### src/rtl/shift_add_mult.sv
// Sequential shift-and-add multiplier.
//
// A multiply is accepted from IDLE when Start is high. The multiplier sits in the low half of
// a 2*WIDTH+1 bit accumulator. Each RUN cycle conditionally adds the multiplicand into the
// upper half and shifts the whole accumulator right by one bit. After WIDTH RUN cycles the low
// 2*WIDTH bits hold the product.
//
// Build option: define SHIFT_ADD_MULT_SIGNED_EN to compile in two's-complement support. In a
// signed build, Signed=1 at Start multiplies the operand magnitudes. An extra FIX cycle then
// applies the result sign. Without the macro the Signed port is accepted but has no effect.
module shift_add_mult #(
    parameter int unsigned WIDTH = 16
) (
    input  logic               Clk,
    input  logic               Reset,
    input  logic               Start,
    input  logic               Signed,
    input  logic [WIDTH-1:0]   Multiplicando,
    input  logic [WIDTH-1:0]   Multiplicador,
    output logic [2*WIDTH-1:0] Product,
    output logic               Busy,
    output logic               Done
);

    // Counter must hold the value WIDTH itself.
    localparam int unsigned CW = $clog2(WIDTH + 1);

    localparam logic [1:0] StIdle = 2'd0;
    localparam logic [1:0] StRun  = 2'd1;
`ifdef SHIFT_ADD_MULT_SIGNED_EN
    localparam logic [1:0] StFix  = 2'd2;
`endif

    if (WIDTH < 2 || WIDTH > 32) begin : g_bad_width
        $error("shift_add_mult: WIDTH must be in 2..32");
    end

    logic [1:0]         state_q, state_d;
    logic [2*WIDTH:0]   acc_q, acc_d;
    logic [CW-1:0]      cnt_q, cnt_d;
    logic [WIDTH-1:0]   mcand_q, mcand_d;
    logic [2*WIDTH-1:0] product_q, product_d;
    logic               done_q, done_d;

    // Operand values actually loaded at Start (magnitudes in signed mode).
    logic [WIDTH-1:0]   load_mcand, load_mplier;

    // Datapath for one RUN step.
    logic [WIDTH:0]     sum;
    logic [2*WIDTH:0]   acc_add;
    logic [2*WIDTH:0]   acc_shift;

`ifdef SHIFT_ADD_MULT_SIGNED_EN
    // fix_q: this operation ends with a FIX cycle; neg_q: the result must be negated.
    logic               fix_q, fix_d;
    logic               neg_q, neg_d;
    logic [2*WIDTH-1:0] acc_low_neg;

    // Magnitude of a two's-complement operand. The most negative value maps to 2^(WIDTH-1),
    // which still fits as an unsigned WIDTH-bit number.
    function automatic logic [WIDTH-1:0] magnitude(input logic [WIDTH-1:0] v);
        return v[WIDTH-1] ? (~v + WIDTH'(1)) : v;
    endfunction

    // Select magnitudes only for signed requests.
    always_comb begin
        load_mcand  = Signed ? magnitude(Multiplicando) : Multiplicando;
        load_mplier = Signed ? magnitude(Multiplicador) : Multiplicador;
    end

    // Two's-complement negation of the raw magnitude product.
    always_comb begin
        acc_low_neg = ~acc_q[2*WIDTH-1:0] + (2*WIDTH)'(1);
    end
`else
    // Signed port has no effect in the unsigned-only build.
    logic unused_signed;
    assign unused_signed = Signed;

    // Operands load as-is.
    always_comb begin
        load_mcand  = Multiplicando;
        load_mplier = Multiplicador;
    end
`endif

    // One combined add-and-shift step; the adder keeps its carry in acc bit 2*WIDTH.
    always_comb begin
        sum       = {1'b0, acc_q[2*WIDTH-1:WIDTH]} + {1'b0, mcand_q};
        acc_add   = acc_q[0] ? {sum, acc_q[WIDTH-1:0]} : acc_q;
        acc_shift = {1'b0, acc_add[2*WIDTH:1]};
    end

    // Next-state logic for the FSM and datapath registers.
    always_comb begin
        state_d   = state_q;
        acc_d     = acc_q;
        cnt_d     = cnt_q;
        mcand_d   = mcand_q;
        product_d = product_q;
        done_d    = 1'b0;
`ifdef SHIFT_ADD_MULT_SIGNED_EN
        fix_d     = fix_q;
        neg_d     = neg_q;
`endif
        case (state_q)
            StIdle: begin
                if (Start) begin
                    mcand_d = load_mcand;
                    acc_d   = {{(WIDTH + 1){1'b0}}, load_mplier};
                    cnt_d   = CW'(WIDTH);
`ifdef SHIFT_ADD_MULT_SIGNED_EN
                    fix_d   = Signed;
                    neg_d   = Signed & (Multiplicando[WIDTH-1] ^ Multiplicador[WIDTH-1]);
`endif
                    state_d = StRun;
                end
            end
            StRun: begin
                acc_d = acc_shift;
                cnt_d = cnt_q - CW'(1);
                if (cnt_q == CW'(1)) begin
`ifdef SHIFT_ADD_MULT_SIGNED_EN
                    if (fix_q) begin
                        state_d = StFix;
                    end else begin
                        product_d = acc_shift[2*WIDTH-1:0];
                        done_d    = 1'b1;
                        state_d   = StIdle;
                    end
`else
                    product_d = acc_shift[2*WIDTH-1:0];
                    done_d    = 1'b1;
                    state_d   = StIdle;
`endif
                end
            end
`ifdef SHIFT_ADD_MULT_SIGNED_EN
            StFix: begin
                product_d = neg_q ? acc_low_neg : acc_q[2*WIDTH-1:0];
                done_d    = 1'b1;
                state_d   = StIdle;
            end
`endif
            default: begin
                state_d = StIdle;
            end
        endcase
    end

    // State registers with asynchronous clear.
    always_ff @(posedge Clk or posedge Reset) begin
        if (Reset) begin
            state_q   <= StIdle;
            acc_q     <= '0;
            cnt_q     <= '0;
            mcand_q   <= '0;
            product_q <= '0;
            done_q    <= 1'b0;
        end else begin
            state_q   <= state_d;
            acc_q     <= acc_d;
            cnt_q     <= cnt_d;
            mcand_q   <= mcand_d;
            product_q <= product_d;
            done_q    <= done_d;
        end
    end

`ifdef SHIFT_ADD_MULT_SIGNED_EN
    // Sign bookkeeping registers.
    always_ff @(posedge Clk or posedge Reset) begin
        if (Reset) begin
            fix_q <= 1'b0;
            neg_q <= 1'b0;
        end else begin
            fix_q <= fix_d;
            neg_q <= neg_d;
        end
    end
`endif

    // Output drive.
    always_comb begin
        Product = product_q;
        Done    = done_q;
        Busy    = (state_q != StIdle);
    end

endmodule
### config.mk
export PLATFORM = sky130hd
export DESIGN_NAME = shift_add_mult
export DESIGN_NICKNAME = d
export VERILOG_FILES = /design/src/rtl/shift_add_mult.sv
export SDC_FILE = /design/constraint.sdc
export NUM_CORES = 1
export LEC_CHECK = 0
export CORE_MARGIN = 2
export CORE_UTILIZATION = 58
export DETAILED_ROUTE_END_ITERATION = 12
export PLACE_DENSITY = 0.92
export SYNTH_ARGS = -nofsm -noshare
export SYNTH_HDL_FRONTEND = slang
export SYNTH_SLANG_ARGS = --single-unit
### constraint.sdc
create_clock -name Clk -period 7.5 [get_ports Clk]
set_input_delay 1.5 -clock Clk [delete_from_list [all_inputs] [get_ports Clk]]
set_output_delay 1.5 -clock Clk [all_outputs]
set_load 0.03 [all_outputs]
## After elaboration in Yosys (flattened, before gate mapping)

Cells that the tools add are included.

- Bits in registers: 89
- Input port bits: 36
- Output and inout bits: 34
- Logic and storage cells: 29

- $add $sub $neg: 2
- Equal/unequal tests: 4
- Mux-type cells: 10
- Reduce and logical (&&, ||, !) cells: 7

Operators by type and width:

| cell | number |
|---|---|
| $mux W33 | 2 |
| $pmux W33 S2 | 1 |
| $add A16 B16 Y17 | 1 |
| $pmux W5 S2 | 1 |
| $reduce_and A2 Y1 | 4 |
| $eq A5 B1 Y1 const B | 1 |
| $mux W5 | 1 |
| $sub A5 B1 Y5 const B | 1 |
| $mux W2 | 2 |
| $ne A2 B2 Y1 const B | 2 |
| $pmux W2 S2 | 1 |
| $reduce_bool A2 Y1 | 2 |
| $eq A2 B1 Y1 const B | 1 |
| $logic_not A2 Y1 | 1 |
| $mux W1 | 2 |

## Depth between registers and ports, before layout

- Word-level depth: 3
- Gate-level depth with buffers: 9
- Depth with buffers taken out: 9

## Worst setup path after synthesis

OpenSTA, ideal clock, no wires.

- Path kind: input port to flip-flop
- Start point: input Start
- End point: register mcand_q[0]
- Library setup time: 125 ps
- Arrival: 2516 ps
- Data required time: 7375 ps
- Path slack: 4860 ps
- Cell stages on the path: 4
- Buffers on the path: 1
- Cell sequence: inv_1 > nor2_1 > buf_2 > mux2_2

- Cells in the longest elaborated chain, start to end: 1

Ends and longest elaborated chain:

| item | line | source |
|---|---|---|
| start, declared | 16 | `input logic Start,` |
| $reduce_and A2 Y1 (no line) | n/a |  |
| end signal, assigned | 164 | `mcand_q <= mcand_d;` |
| end, declared | 41 | `logic [WIDTH-1:0] mcand_q, mcand_d;` |

Every way passes these cells.
A chain may end at the register's enable or synchronous reset.

## Worst setup path in the final report

- Start point: register state_q[0]
- End point: output Busy

- Cells in the longest elaborated chain, start to end: 1

Ends and longest elaborated chain:

| item | line | source |
|---|---|---|
| start, declared | 38 | `logic [1:0] state_q, state_d;` |
| start signal, assigned | 154 | `state_q <= StIdle;` |
| start signal, assigned | 161 | `state_q <= state_d;` |
| $reduce_bool A2 Y1 | 187 | `Busy = (state_q != StIdle);` |
| end, declared | 21 | `output logic Busy,` |

Every way passes these cells.

==> reports/results.ini <==
[finish]
area_growth_syn_to_layout_pct=22.5
instances_no_fill=598
layout.nets=550
fin_util_pct=72.8
final_layout_size_suffix_gt1_share_pct=8.82
diodes=0

[timing]
slew_headroom_pct=28.3
slew_viol_final=0
setup-tns-final_ns=0
tightest_slew_ns=1.08
setup_viol=0
max_freq_mhz=297
clock_skew_ns=0.0115
fin_hold_ws_ns=0.481
finalCritPeriodShare_pct=44.9
fin_crit_ns=3.37
finalHoldViolCount=0
rsz0062_at_grt=no

[global_routing]
grt_max_degree=88
grt_pass1_vias=3422
track_usage_pct=24.0
antenna_found_initial=0
grt_first_pass_wirelength_um=15800
grt_overflow=0

[power_and_ir_drop]
power.density_mw_per_mm2=502
leakage_nw=2.43
ir_worst_vdd_uv=304

[synth]
synth_flop_cell=dfrtp_1
ys_seq_elements=87
yosysSeqAreaShare_pct=51.0
ys_types=41
synth_commonest_cells=95 x nand2_1, 87 x dfrtp_1, 26 x mux2i_1
syn-instance-count=431
netlist_area_mm2=0.00427
post-synth-top-count-cell=nand2_1
synth_fp_nets=486
synth_top_area_share_pct=51.0
syn_area_per_cell_um2=9.90
synth_area_leaders=dfrtp_1 51%, nand2_1 8.4%, mux2i_1 6.1%
ys_async_sr_fraction_pct=100
synth_top_cell_by_area=dfrtp_1
yosys_warnings=0
synth_edf_count=0

[floorplan]
initial_core_util_pct=59.4
core-area_mm2=0.00718
placementRows=31
io_pins=70
fp.dieH_um=89.8
dieWidth_um=89.8
die_area_mm2=0.00806

[drt]
drt_wl_total_um=9330
wl_met1_um=3980
wl_met2_um=4690
viasPerCell=5.67
wl_met3_um=492
wl_per_cell_um=15.6
ant_nets=0
drc=0
top_layer=met4
drtIter0Drc=199
drtPass1Iterations=4
via_count=3389

[worst_setup_path]
path_class=reg2out
crit_fanout=52
cp.arrival_ns=1.87
cp_data_required_time_ns=6.00
cp-start-kind=register
r2r_cells=9
crit_path_end_kind=output pin

[cts]
cts_buffers=9
htreeDepth=3
path_clk_slew_ns=0.09
clock-root-buffer=clkbuf_8
cts_hold_buf=0
clk_latency_ns=0.36
cts_buffer_depth=2
postCtsSetupRepairBufs=0
cts_tree=yes
cts_sinks=87
postCtsResizedCells=0

[min_path]
min_path_cells=2
hold_path.class=reg2reg

[run_status]
status=completed

[place]
place.gp.congestion=0.849
io_buffers=68
dpl.hpwl_um=6380
placed_cells=583

[flow_run]
maxCapViolCount=0

worst max-delay path, stage by stage, from the launching register on:
cell             delay, ns
dfrtp_1               0.33
buf_4                 0.40
clkdlybuf4s50_1       0.76
kinds of logic (layout without fill, tap and decap cells):
family	Yosys count	after routing	share of synthesized area, %
xor gates and xnor gates	12	12	2.46
buffers and inverters	30	98	2.73
adders and majority gates	19	19	5.75
and+or+nand+nor	139	139	13.3
DFF	87	87	51.0
AOI/OAI and AO/OA	102	102	14.3
muxes	42	42	10.3
flip-flops by register name, indices dropped and copies added, names as in the netlist:
register	cells
Product	32
acc_q	32
mcand_q	16
cnt_q	5
Done	1
state_q	1
where the power goes:
| group | internal, W | switching (W) | leakage (nW) |
|---|---|---|---|
| sequential | 0.000696 | 0.000175 | 1.08 |
| clock | 0.000163 | 0.000169 | 0.0960 |
| combinational | 0.000612 | 0.000809 | 1.26 |
| total | 0.00147 | 0.00115 | 2.43 |
layout make-up:
| cell class | instances | area [um2] |
|---|---|---|
| Clock buffer | 11 | 141 |
| Clock inverter | 4 | 55.1 |
| Fill cell | 509 | 1950 |
| Inverter | 10 | 38.8 |
| Multi-Input combinational cell | 314 | 1970 |
| Sequential cell | 87 | 2180 |
| Tap cell | 99 | 124 |
| Timing Repair Buffer | 73 | 718 |
cell usage in the layout (no fill, tap or decap), drive strengths merged, types with 3 or more instances in the layout:
cell type and n:
clkdlybuf4s50 68, xor2 7, a31oi 7, nor2 23
dfrtp 87, buf 5, a21oi 25, o22ai 3
nand3 6, mux2 16, a31o 5, mux2i 26
xnor2 5, a21o 3, nand2 95, inv 10
ha 18, o21a 3, a211oi 4, clkbuf 11
nor3 3, o21ai 43, nor2b 4
stage by stage:
| step | instance area (um2) | setup WS [ns] | total power (W) |
|---|---|---|---|
| finish | 5230 | 4.13 | 0.00262 |
| global route | 5230 | 4.05 | 0.00282 |
| CTS | 5230 | 4.12 | 0.00262 |
| detailed placement | 5030 | 3.94 | 0.00228 |
| global placement | 5030 | 4.00 | 0.00221 |
| floorplan | 4270 | 3.75 | 0.00187 |
routing by layer:
| layer | GRT usage (%) | up-vias |
|---|---|---|
| met2 | 40.8 | 106 |
| met3 | 3.69 | 18 |
| met1 | 30.8 | 1642 |
| met4 | 10.6 | 0 |
| met5 | 0 | - |
| li1 | - | 1623 |
worst paths after layout:
path	from	endpoint	slack, ns
worst min register to register	Product[5]$_DFFE_PP0P_	Product[5]$_DFFE_PP0P_	0.48
worst min-delay path	Product[5]$_DFFE_PP0P_	Product[5]$_DFFE_PP0P_	0.48
max in group asynchronous	Reset	mcand_q[10]$_DFFE_PP0P_	5.02
worst max register to register	mcand_q[0]$_DFFE_PP0P_	acc_q[31]$_DFFE_PP0P_	4.77
min in group asynchronous	Reset	Product[3]$_DFFE_PP0P_	1.79
worst max-delay path	state_q[0]$_DFFE_PP0P_	Busy	4.13
Note: power is estimated with default switching activity, not from simulation.
